`src/rtl/vga_pkg.sv`:
```
// Shared VGA drawing definitions: screen geometry, colour constants,
// scheduler state encoding and a small index-width helper.
package vga_pkg;

   localparam int unsigned SCREEN_W = 320;
   localparam int unsigned SCREEN_H = 240;
   localparam int unsigned COLOUR_W = 3;
   localparam int unsigned X_W      = 9;
   localparam int unsigned Y_W      = 8;

   localparam logic [COLOUR_W-1:0] COL_BLACK  = 3'b000;
   localparam logic [COLOUR_W-1:0] COL_YELLOW = 3'b110;
   localparam logic [COLOUR_W-1:0] COL_WHITE  = 3'b111;

   typedef enum logic [1:0] {
      ST_IDLE  = 2'd0,
      ST_GRANT = 2'd1,
      ST_DRAW  = 2'd2,
      ST_DONE  = 2'd3
   } state_t;

   // Bits needed to encode a requester index (at least one).
   function automatic int unsigned idx_width(input int unsigned n);
      return (n > 1) ? $clog2(n) : 1;
   endfunction

endpackage

```
`src/rtl/rr_arbiter.sv`:
```
// Combinational round-robin arbiter.
// Ports:
//   i_req   - request vector
//   i_last  - index of the previous winner; search starts one above it
//   o_grant - one-hot grant (all zero when no request)
//   o_idx   - encoded index of the granted requester
module rr_arbiter
   import vga_pkg::*;
#(
   parameter int unsigned NUM_REQ = 4,
   localparam int unsigned IDX_W  = idx_width(NUM_REQ)
) (
   input  logic [NUM_REQ-1:0] i_req,
   input  logic [IDX_W-1:0]   i_last,
   output logic [NUM_REQ-1:0] o_grant,
   output logic [IDX_W-1:0]   o_idx
);

   logic        w_found;
   int unsigned w_pos;

   // Walk last+1 .. last+NUM_REQ (mod NUM_REQ); first set request wins.
   always_comb begin
      o_grant = '0;
      o_idx   = '0;
      w_found = 1'b0;
      w_pos   = 0;
      for (int unsigned k = 1; k <= NUM_REQ; k++) begin
         w_pos = (32'(i_last) + k) % NUM_REQ;
         if (!w_found && i_req[IDX_W'(w_pos)]) begin
            w_found                = 1'b1;
            o_grant[IDX_W'(w_pos)] = 1'b1;
            o_idx                  = IDX_W'(w_pos);
         end
      end
   end

endmodule

```
`src/rtl/vga_draw_scheduler.sv`:
```
// Round-robin scheduler that fills client rectangles onto the VGA adapter
// pixel port, one pixel per clock, with off-screen pixels suppressed.
// Ports:
//   iClock, iReset          - clock, synchronous active-high reset
//   iReq                    - per-client request level
//   iX/iY/iW/iH/iColour     - packed per-client rectangle fields
//   oAck                    - one-hot grant pulse (GRANT cycle)
//   oBusy                   - high whenever not IDLE
//   oDone                   - one-cycle pulse when a rectangle completes
//   oX/oY/oColour/oPlot     - registered pixel write to the VGA adapter
module vga_draw_scheduler
   import vga_pkg::*;
#(
   parameter int unsigned NUM_REQ = 4,
   parameter int unsigned DIM_W   = 5
) (
   input  logic                          iClock,
   input  logic                          iReset,
   input  logic [NUM_REQ-1:0]            iReq,
   input  logic [X_W*NUM_REQ-1:0]        iX,
   input  logic [Y_W*NUM_REQ-1:0]        iY,
   input  logic [DIM_W*NUM_REQ-1:0]      iW,
   input  logic [DIM_W*NUM_REQ-1:0]      iH,
   input  logic [COLOUR_W*NUM_REQ-1:0]   iColour,
   output logic [NUM_REQ-1:0]            oAck,
   output logic                          oBusy,
   output logic                          oDone,
   output logic [X_W-1:0]                oX,
   output logic [Y_W-1:0]                oY,
   output logic [COLOUR_W-1:0]           oColour,
   output logic                          oPlot
);

   localparam int unsigned IDX_W = idx_width(NUM_REQ);
   localparam int unsigned SX_W  = X_W + 1;
   localparam int unsigned SY_W  = Y_W + 1;

   state_t               r_state, w_state_n;
   logic [IDX_W-1:0]     r_win, w_win_n;
   logic [IDX_W-1:0]     r_last, w_last_n;
   logic [X_W-1:0]       r_x0, w_x0_n;
   logic [Y_W-1:0]       r_y0, w_y0_n;
   logic [DIM_W-1:0]     r_w, w_w_n;
   logic [DIM_W-1:0]     r_h, w_h_n;
   logic [COLOUR_W-1:0]  r_colour, w_colour_n;
   logic [DIM_W-1:0]     r_col, w_col_n;
   logic [DIM_W-1:0]     r_row, w_row_n;

   logic [NUM_REQ-1:0]   r_ack, w_ack_n;
   logic                 r_busy, r_done, w_done_n;
   logic [X_W-1:0]       r_px;
   logic [Y_W-1:0]       r_py;
   logic [COLOUR_W-1:0]  r_pcolour;
   logic                 r_plot, w_plot_n;
   logic                 w_emit;
   logic [SX_W-1:0]      w_xs;
   logic [SY_W-1:0]      w_ys;

   logic [NUM_REQ-1:0]   w_arb_grant;
   logic [IDX_W-1:0]     w_arb_idx;
   logic [X_W-1:0]       w_sel_x;
   logic [Y_W-1:0]       w_sel_y;
   logic [DIM_W-1:0]     w_sel_w;
   logic [DIM_W-1:0]     w_sel_h;
   logic [COLOUR_W-1:0]  w_sel_colour;

   rr_arbiter #(.NUM_REQ(NUM_REQ)) u_arb (
      .i_req   (iReq),
      .i_last  (r_last),
      .o_grant (w_arb_grant),
      .o_idx   (w_arb_idx)
   );

   // Field mux for the current winner; only consumed in GRANT.
   always_comb begin
      w_sel_x      = '0;
      w_sel_y      = '0;
      w_sel_w      = '0;
      w_sel_h      = '0;
      w_sel_colour = '0;
      for (int unsigned i = 0; i < NUM_REQ; i++) begin
         if (r_win == IDX_W'(i)) begin
            w_sel_x      = iX[i*X_W +: X_W];
            w_sel_y      = iY[i*Y_W +: Y_W];
            w_sel_w      = iW[i*DIM_W +: DIM_W];
            w_sel_h      = iH[i*DIM_W +: DIM_W];
            w_sel_colour = iColour[i*COLOUR_W +: COLOUR_W];
         end
      end
   end

   // Next state, counters and the pixel to register this cycle.
   // The counters always hold the coordinate of the pixel being presented,
   // so the GRANT cycle already emits pixel (0,0) from the live fields.
   always_comb begin
      w_state_n  = r_state;
      w_ack_n    = '0;
      w_done_n   = 1'b0;
      w_emit     = 1'b0;
      w_win_n    = r_win;
      w_last_n   = r_last;
      w_x0_n     = r_x0;
      w_y0_n     = r_y0;
      w_w_n      = r_w;
      w_h_n      = r_h;
      w_colour_n = r_colour;
      w_col_n    = r_col;
      w_row_n    = r_row;

      case (r_state)
         ST_IDLE: begin
            if (|iReq) begin
               w_state_n = ST_GRANT;
               w_ack_n   = w_arb_grant;
               w_win_n   = w_arb_idx;
            end
         end
         ST_GRANT: begin
            w_last_n   = r_win;
            w_x0_n     = w_sel_x;
            w_y0_n     = w_sel_y;
            w_w_n      = w_sel_w;
            w_h_n      = w_sel_h;
            w_colour_n = w_sel_colour;
            w_col_n    = '0;
            w_row_n    = '0;
            if (w_sel_w == '0 || w_sel_h == '0) begin
               w_state_n = ST_DONE;
               w_done_n  = 1'b1;
            end else begin
               w_state_n = ST_DRAW;
               w_emit    = 1'b1;
            end
         end
         ST_DRAW: begin
            if (r_col == r_w - DIM_W'(1)) begin
               if (r_row == r_h - DIM_W'(1)) begin
                  w_state_n = ST_DONE;
                  w_done_n  = 1'b1;
               end else begin
                  w_col_n = '0;
                  w_row_n = r_row + DIM_W'(1);
                  w_emit  = 1'b1;
               end
            end else begin
               w_col_n = r_col + DIM_W'(1);
               w_emit  = 1'b1;
            end
         end
         ST_DONE: begin
            w_state_n = ST_IDLE;
         end
         default: begin
            w_state_n = ST_IDLE;
         end
      endcase

      // One extra bit so off-screen sums are detected instead of wrapping.
      w_xs     = SX_W'(w_x0_n) + SX_W'(w_col_n);
      w_ys     = SY_W'(w_y0_n) + SY_W'(w_row_n);
      w_plot_n = w_emit && (w_xs < SX_W'(SCREEN_W)) && (w_ys < SY_W'(SCREEN_H));
   end

   // State, latches and registered outputs.
   always_ff @(posedge iClock) begin
      if (iReset) begin
         r_state   <= ST_IDLE;
         r_win     <= '0;
         r_last    <= IDX_W'(NUM_REQ - 1);
         r_x0      <= '0;
         r_y0      <= '0;
         r_w       <= '0;
         r_h       <= '0;
         r_colour  <= '0;
         r_col     <= '0;
         r_row     <= '0;
         r_ack     <= '0;
         r_busy    <= 1'b0;
         r_done    <= 1'b0;
         r_px      <= '0;
         r_py      <= '0;
         r_pcolour <= '0;
         r_plot    <= 1'b0;
      end else begin
         r_state  <= w_state_n;
         r_win    <= w_win_n;
         r_last   <= w_last_n;
         r_x0     <= w_x0_n;
         r_y0     <= w_y0_n;
         r_w      <= w_w_n;
         r_h      <= w_h_n;
         r_colour <= w_colour_n;
         r_col    <= w_col_n;
         r_row    <= w_row_n;
         r_ack    <= w_ack_n;
         r_busy   <= (w_state_n != ST_IDLE);
         r_done   <= w_done_n;
         r_plot   <= w_plot_n;
         if (w_emit) begin
            r_px      <= w_xs[X_W-1:0];
            r_py      <= w_ys[Y_W-1:0];
            r_pcolour <= w_colour_n;
         end
      end
   end

   assign oAck    = r_ack;
   assign oBusy   = r_busy;
   assign oDone   = r_done;
   assign oX      = r_px;
   assign oY      = r_py;
   assign oColour = r_pcolour;
   assign oPlot   = r_plot;

endmodule

```
`config.mk`:
```
export PLATFORM = sky130hd
export DESIGN_NAME = vga_draw_scheduler
export DESIGN_NICKNAME = d
export VERILOG_FILES = /design/src/rtl/vga_pkg.sv /design/src/rtl/rr_arbiter.sv /design/src/rtl/vga_draw_scheduler.sv
export SDC_FILE = /design/constraint.sdc
export NUM_CORES = 1
export LEC_CHECK = 0
export CORE_AREA = 2 2 101 103
export CTS_CLUSTER_SIZE = 14
export DETAILED_ROUTE_END_ITERATION = 16
export DIE_AREA = 0 0 103 105
export GPL_TIMING_DRIVEN = 0
export PLACE_DENSITY = 0.95
export SKIP_CTS_REPAIR_TIMING = 1
export SYNTH_ARGS = -nofsm -noshare
export SYNTH_HDL_FRONTEND = slang
export SYNTH_SLANG_ARGS = --single-unit
export TNS_END_PERCENT = 5
```
`constraint.sdc`:
```
create_clock -name iClock -period 8.25 [get_ports iClock]
set_clock_uncertainty 0.05 [all_clocks]
set_input_delay 1.2375 -clock iClock [delete_from_list [all_inputs] [get_ports iClock]]
set_output_delay 1.2375 -clock iClock [all_outputs]
set_load 0.02 [all_outputs]
```
Word-level counts from Yosys, hierarchy flattened

Index checks and enable logic that the tools add are counted.

Flip-flop bits (word level): 73
Input port bits: 126
Output and inout port bits: 27
Word-level logic and storage cells: 140

Add/sub/neg operators: 10
Magnitude comparators: 10
Equality and inequality tests: 8
Mux-type cells: 69
Bitwise operators: 5
Reduce and logical (&&, ||, !) cells: 21

Operators by type and width:

| operator                                                                       | number |
|---|---|
| 5-bit 2-to-1 mux                                                               | 12 |
| 9-bit 2-to-1 mux                                                               | 5 |
| 8-bit 2-to-1 mux                                                               | 5 |
| 5-bit case mux with 2 select lines                                             | 2 |
| 1-bit 2-to-1 mux                                                               | 18 |
| 4-bit 2-to-1 mux                                                               | 4 |
| 3-bit 2-to-1 mux                                                               | 5 |
| 2-bit 2-to-1 mux                                                               | 7 |
| 2-bit by 3-bit less-than comparator with 1-bit output (second input constant)  | 4 |
| 4-bit OR                                                                       | 3 |
| 5-bit by 1-bit adder with 5-bit output (second input constant)                 | 2 |
| 9-bit by 5-bit adder with 10-bit output                                        | 1 |
| 5-bit equality test                                                            | 2 |
| 5-bit zero test                                                                | 2 |
| 10-bit by 9-bit less-than comparator with 1-bit output (second input constant) | 1 |
| 5-bit by 1-bit subtractor with 5-bit output (second input constant)            | 2 |
| 8-bit by 5-bit adder with 9-bit output                                         | 1 |
| 1-bit logical AND                                                              | 9 |
| 9-bit by 8-bit less-than comparator with 1-bit output (second input constant)  | 1 |
| 1-bit binary-select mux with 2-bit select                                      | 4 |
| 1-bit demux with 2-bit select                                                  | 4 |
| 2-bit equality test (second input constant)                                    | 4 |
| 2-bit by 1-bit >= comparator with 1-bit output (second input constant)         | 4 |
| 2-bit case mux with 4 select lines                                             | 1 |
| 12 further kinds                                                               | 20 |

Depth between registers and ports, before layout

Word-level depth: 13
Gate-level depth with buffers: 18
Gate-level depth less buffers: 17

By module

Synthesis repeated with hierarchy kept, for this count alone.

Cell total of the unflattened synthesis: 509
Area total of the unflattened synthesis: 5079.9 um^2

Modules (own cells, without submodules):

| module             | times used | cells an instance | area each (um^2) | sequential area each (um^2) |
|---|---|---|---|---|
| vga_draw_scheduler | 1          | 441               | 4534.3           | 1461.4 |
| rr_arbiter         | 1          | 68                | 545.5            | 0.0 |

Worst setup path before layout

No wires, ideal clock.

Kind: in2reg
Start: in iY[25]
End: reg r_plot, in the netlist oPlot
Library setup time: 0.096 ns
Arrival time: 3.540 ns
Data required time: 8.104 ns
Slack: 4.564 ns
Stages: 10
Buffers on the path: 0
Path through: mux4_2 mux2i_1 inv_1 ha_1 a211oi_1 o21bai_1 a21oi_1 nor2_1 o311a_1 nor4b_1

Longest elaborated chain between the ends: 5

Ends and longest elaborated chain:

| element                                               | RTL line                  | RTL |
|---|---|---|
| start: declaration                                    | vga_draw_scheduler.sv:21  | `input logic [Y_W*NUM_REQ-1:0] iY,` |
| 8-bit 2-to-1 mux                                      | vga_draw_scheduler.sv:82  | `if (r_win == IDX_W'(i)) begin` |
| 8-bit 2-to-1 mux                                      | vga_draw_scheduler.sv:110 | `case (r_state)` |
| named net w_y0_n[1]                                   | vga_draw_scheduler.sv:42  | `logic [Y_W-1:0] r_y0, w_y0_n;` |
| 8-bit by 5-bit adder with 9-bit output                | vga_draw_scheduler.sv:160 | `w_ys = SY_W'(w_y0_n) + SY_W'(w_row_n);` |
| 9-bit by 8-bit less-than comparator with 1-bit output | vga_draw_scheduler.sv:161 | `w_plot_n = w_emit && (w_xs < SX_W'(SCREEN_W)) && (w_ys < SY_W'(SCREEN_H));` |
| 1-bit logical AND                                     | vga_draw_scheduler.sv:161 |  |
| end signal: assignment                                | vga_draw_scheduler.sv:198 | `r_plot <= w_plot_n;` |
| end: declaration                                      | vga_draw_scheduler.sv:54  | `logic r_plot, w_plot_n;` |

The timed path passes the listed nets, and every way through them passes these cells.
A chain may end at the register's enable or synchronous reset.

Final worst setup path

Start: reg r_win[1]
End: reg r_plot, in the netlist oPlot

Elaborated cells between the ends (all ways): 33
Those cells by class: add/sub (2); order compare (2); eq/ne (3); mux (20); reduce/logical (6)

RTL lines:

| element                                                    | RTL line                  | RTL |
|---|---|---|
| start: declaration                                         | vga_draw_scheduler.sv:39  | `logic [IDX_W-1:0] r_win, w_win_n;` |
| start signal: assignment                                   | vga_draw_scheduler.sv:186 | `r_win <= w_win_n;` |
| 2-bit zero test                                            | vga_draw_scheduler.sv:82  |  |
| 9-bit 2-to-1 mux (3 in a row)                              | vga_draw_scheduler.sv:82  |  |
| 9-bit 2-to-1 mux (*)                                       | vga_draw_scheduler.sv:82  |  |
| 9-bit 2-to-1 mux (*)                                       | vga_draw_scheduler.sv:110 |  |
| named net w_x0_n[0]                                        | vga_draw_scheduler.sv:41  | `logic [X_W-1:0] r_x0, w_x0_n;` |
| 9-bit by 5-bit adder with 10-bit output (*)                | vga_draw_scheduler.sv:159 | `w_xs = SX_W'(w_x0_n) + SX_W'(w_col_n);` |
| 10-bit by 9-bit less-than comparator with 1-bit output (*) | vga_draw_scheduler.sv:161 |  |
| 1-bit logical AND (*) (2 in a row)                         | vga_draw_scheduler.sv:161 |  |

Mark *: on every way through the listed nets, which the timed path passes. The rest lies on a longest branch.

==> metrics.txt <==
area of the multi-input gates=0.00327 mm^2; row count=36; fill cell count=740; largest cells by area after synthesis=dfxtp_1 (29%), mux4_2 (10%), ha_1 (6.5%), mux4_1 (5.3%), mux2i_1 (4.8%); Clock Power Share=21.2%; I/O pins=153; crit end category=flip-flop; worst stage delay on the critical path=0.62 ns; Final Total Pwr=1.64 mW; setup TNS=0 ns; placer's final routability congestion estimate=0.903; CP Capture Point=oPlot; mapped cell area=0.00498 mm^2; final hold vios=0; cell count along the critical path=14; # DRC=0; layout cell share with drive strength beyond 1=9.96%; vias per cell=5.83; Final nets=832; Yosys cell types=63; Floorplan Core Area=0.00964 mm^2; worst setup path class=reg2reg; Num CTS Buffers=9; CTS H-Tree Depth=3; largest net degree at the start of global routing=13; first-pass GRT wire length=23.1 mm; syn nets=670; FF-to-FF End=oPlot; post-DR wirelength/cell=17.8 um; Reg2Reg Setup Slack=3.52 ns; hpwl dp=11.6 mm; Seq/Total Area, Yosys=29.4%; Routed WL=14.5 mm; Final min period=4.73 ns; Req. time, crit path=8.46 ns; via count=4756; CP Data Arrival Time=4.93 ns; Reg area=0.00146 mm^2; Rel. slew slack=50.5%; die width=103 um; CTS tree=yes; worst-path cell chain=buf_2 -> clkbuf_1 -> clkbuf_1 -> mux4_2 -> mux2_2 -> ha_1 -> inv_1 -> fa_1 -> nor2b_1 -> o31a_1 -> o21ai_0 -> nor3b_1 -> o21ai_0 -> nor4b_1; Gate Count Post-Synth=516; Worst R2R Path Depth=14; clock sink count=73; final setup vio count=0; period utilization=57.3%; First-pass DRT Iterations=5; vias in the first global route=4886; placed insts=800; worst-margin pin slew=0.743 ns; Comb power frac=50.4%; die height=105 um; Initial Util=51.6%; die area=0.0108 mm^2; max-cap viol count=0; switch share=36.8%; cell family with the largest share of critical-path delay=buffers and inverters; Post-synth EDFFs=0; First DRT Iteration DRCs=214; status=complete, no violations; grt ovf=0; Layout Cells excl Fill=816; Max clock buf depth=2; fmax=212 MHz; Cell Int Power=1.03 mW; Psw=0.603 mW; Worst-Skew Late Latency=0.35 ns; GRT Overall Usage=27.2%; Worst VDD drop=129 uV; Synth area leader=dfxtp_1; Area Growth Syn to Fin=38.6%; ANT nets after route=0; Main synth FF type=dfxtp_1; FF+latch count, synth=73; Slowest cell on crit path=clkbuf_1; unrepaired setup endpoints after global routing=no; initial antenna violation count=0; CP startpoint kind=flip-flop; Buf+Inv Stages, Crit Path=4; Seq pwr share=28.4%; worst r2r src=r_win[1]; Worst setup startpoint=r_win[1]; leak pwr=2.65 nW; fin. max-slew vios=0; Yosys warnings=0; clock transition at the registers of the reported paths=0.08 ns; CP max FO=10; Power Density=237 mW/mm^2; share of the synthesized area in the top cell type=29.4%; Post-synth ARST share=0%; HP Class=reg2reg; Port Buffers=151; final hold slack=0.418 ns; Antenna Cells=0; Clock Root Buffer=clkbuf_8; syn avg cell area=9.64 um^2
## power by group through the flow
stage / sequential [mW] / combinational, mW / clock (mW)
5_1_grt: 0.471 / 0.893 / 0.367
6_report: 0.464 / 0.825 / 0.347
4_1_cts: 0.464 / 0.822 / 0.347
3_5_place_dp: 0.472 / 0.816 / 0
2_1_floorplan: 0.493 / 0.541 / 0
3_3_place_gp: 0.466 / 0.783 / 0
## cell type report
type / instances / share of cell area, %
Inverter: 22 / 1.20
Buffer: 29 / 2.41
Clock inverter: 5 / 1.49
Clock buffer: 11 / 2.05
Multi-Input combinational cell: 392 / 47.3
Tap cell: 133 / 2.41
Sequential cell: 73 / 21.2
Timing Repair Buffer: 151 / 21.9
## kinds of logic after synthesis
logic type | count (synthesis) | share of synthesized area (%)
adder cells (fa/ha/maj) | 28 | 7.34
AO/OA/AOI/OAI | 114 | 15.2
multiplexers | 71 | 23.7
AND/OR/NAND/NOR | 156 | 15.3
XOR/XNOR | 23 | 4.05
flip-flops | 73 | 29.4
buffers and inverters | 51 | 5.00
## cells in the mapped netlist, types with 7 or more instances
cell type / count
mux2_2: 14
o21ai_0: 29
ha_1: 26
inv_1: 21
nand2_1: 31
mux2i_1: 24
xnor2_1: 14
nand3_1: 18
mux4_2: 22
xor2_1: 9
nor2_1: 48
a21oi_1: 29
mux4_1: 10
nor2b_1: 7
nor3_1: 14
dfxtp_1: 73
and2_1: 11
clkbuf_1: 19
## worst min path at each step
stage                     startpoint      end  slack (ns)  cells past startpoint
after detailed placement       oX[8]    oX[8]        0.41                      2
after global placement         oX[4]    oX[4]        0.41                      2
after floorplan              r_y0[7]  r_y0[7]        0.41                      2
final                          oX[0]    oX[0]        0.42                      2
after global routing           oX[6]    oX[6]        0.45                      2
after CTS                      oX[0]    oX[0]        0.42                      2
## through the flow
stage	setup slack [ns]	instance area, um^2	util (%)
after floorplan	4.56	4980	-
after global placement	3.75	6650	69.0
after detailed placement	3.67	6650	69.0
after CTS	3.62	6900	71.6
after global routing	3.33	6900	71.6
final	3.52	6900	71.6
## worst register-to-register path: cells and delay by family, from the launching register on
kind	cells	cell delay, ns
DFF	1	0.45
and+or+nand+nor	3	0.46
buffers and inverters	4	1.46
muxes	2	0.75
AOI/OAI and AO/OA	3	1.02
adders and majority gates	2	0.44
## sequential cells by signal (all words and copies together) (netlist names), 5 cells and up
name,flops
oX,9
oY,8
r_w,5
r_row,5
r_x0,9
r_h,5
r_col,5
r_y0,8
## per-layer routing
metal | routed length (um) | global-route usage, % | vias up
met5 | 0 | 0 | -
met4 | 405 | 10.1 | 0
met3 | 1090 | 4.88 | 34
met2 | 7240 | 46.4 | 223
met1 | 5800 | 33.8 | 2248
li1 | - | - | 2251
## cell usage in the layout, fill, tap and decap left out, drive strengths merged, types with 7 or more instances in the layout
cell type and count:
mux2i 25, clkdlybuf4s50 151, dfxtp 73, nand3 18, mux4 32, clkbuf 30
a21oi 30, and2 11, xor2 9, inv 21, nand2 31, ha 26
o21ai 30, mux2 14, nor2 50, nor2b 7, buf 10, xnor2 14
nor3 14
Note: power is estimated with default switching activity, not from simulation.
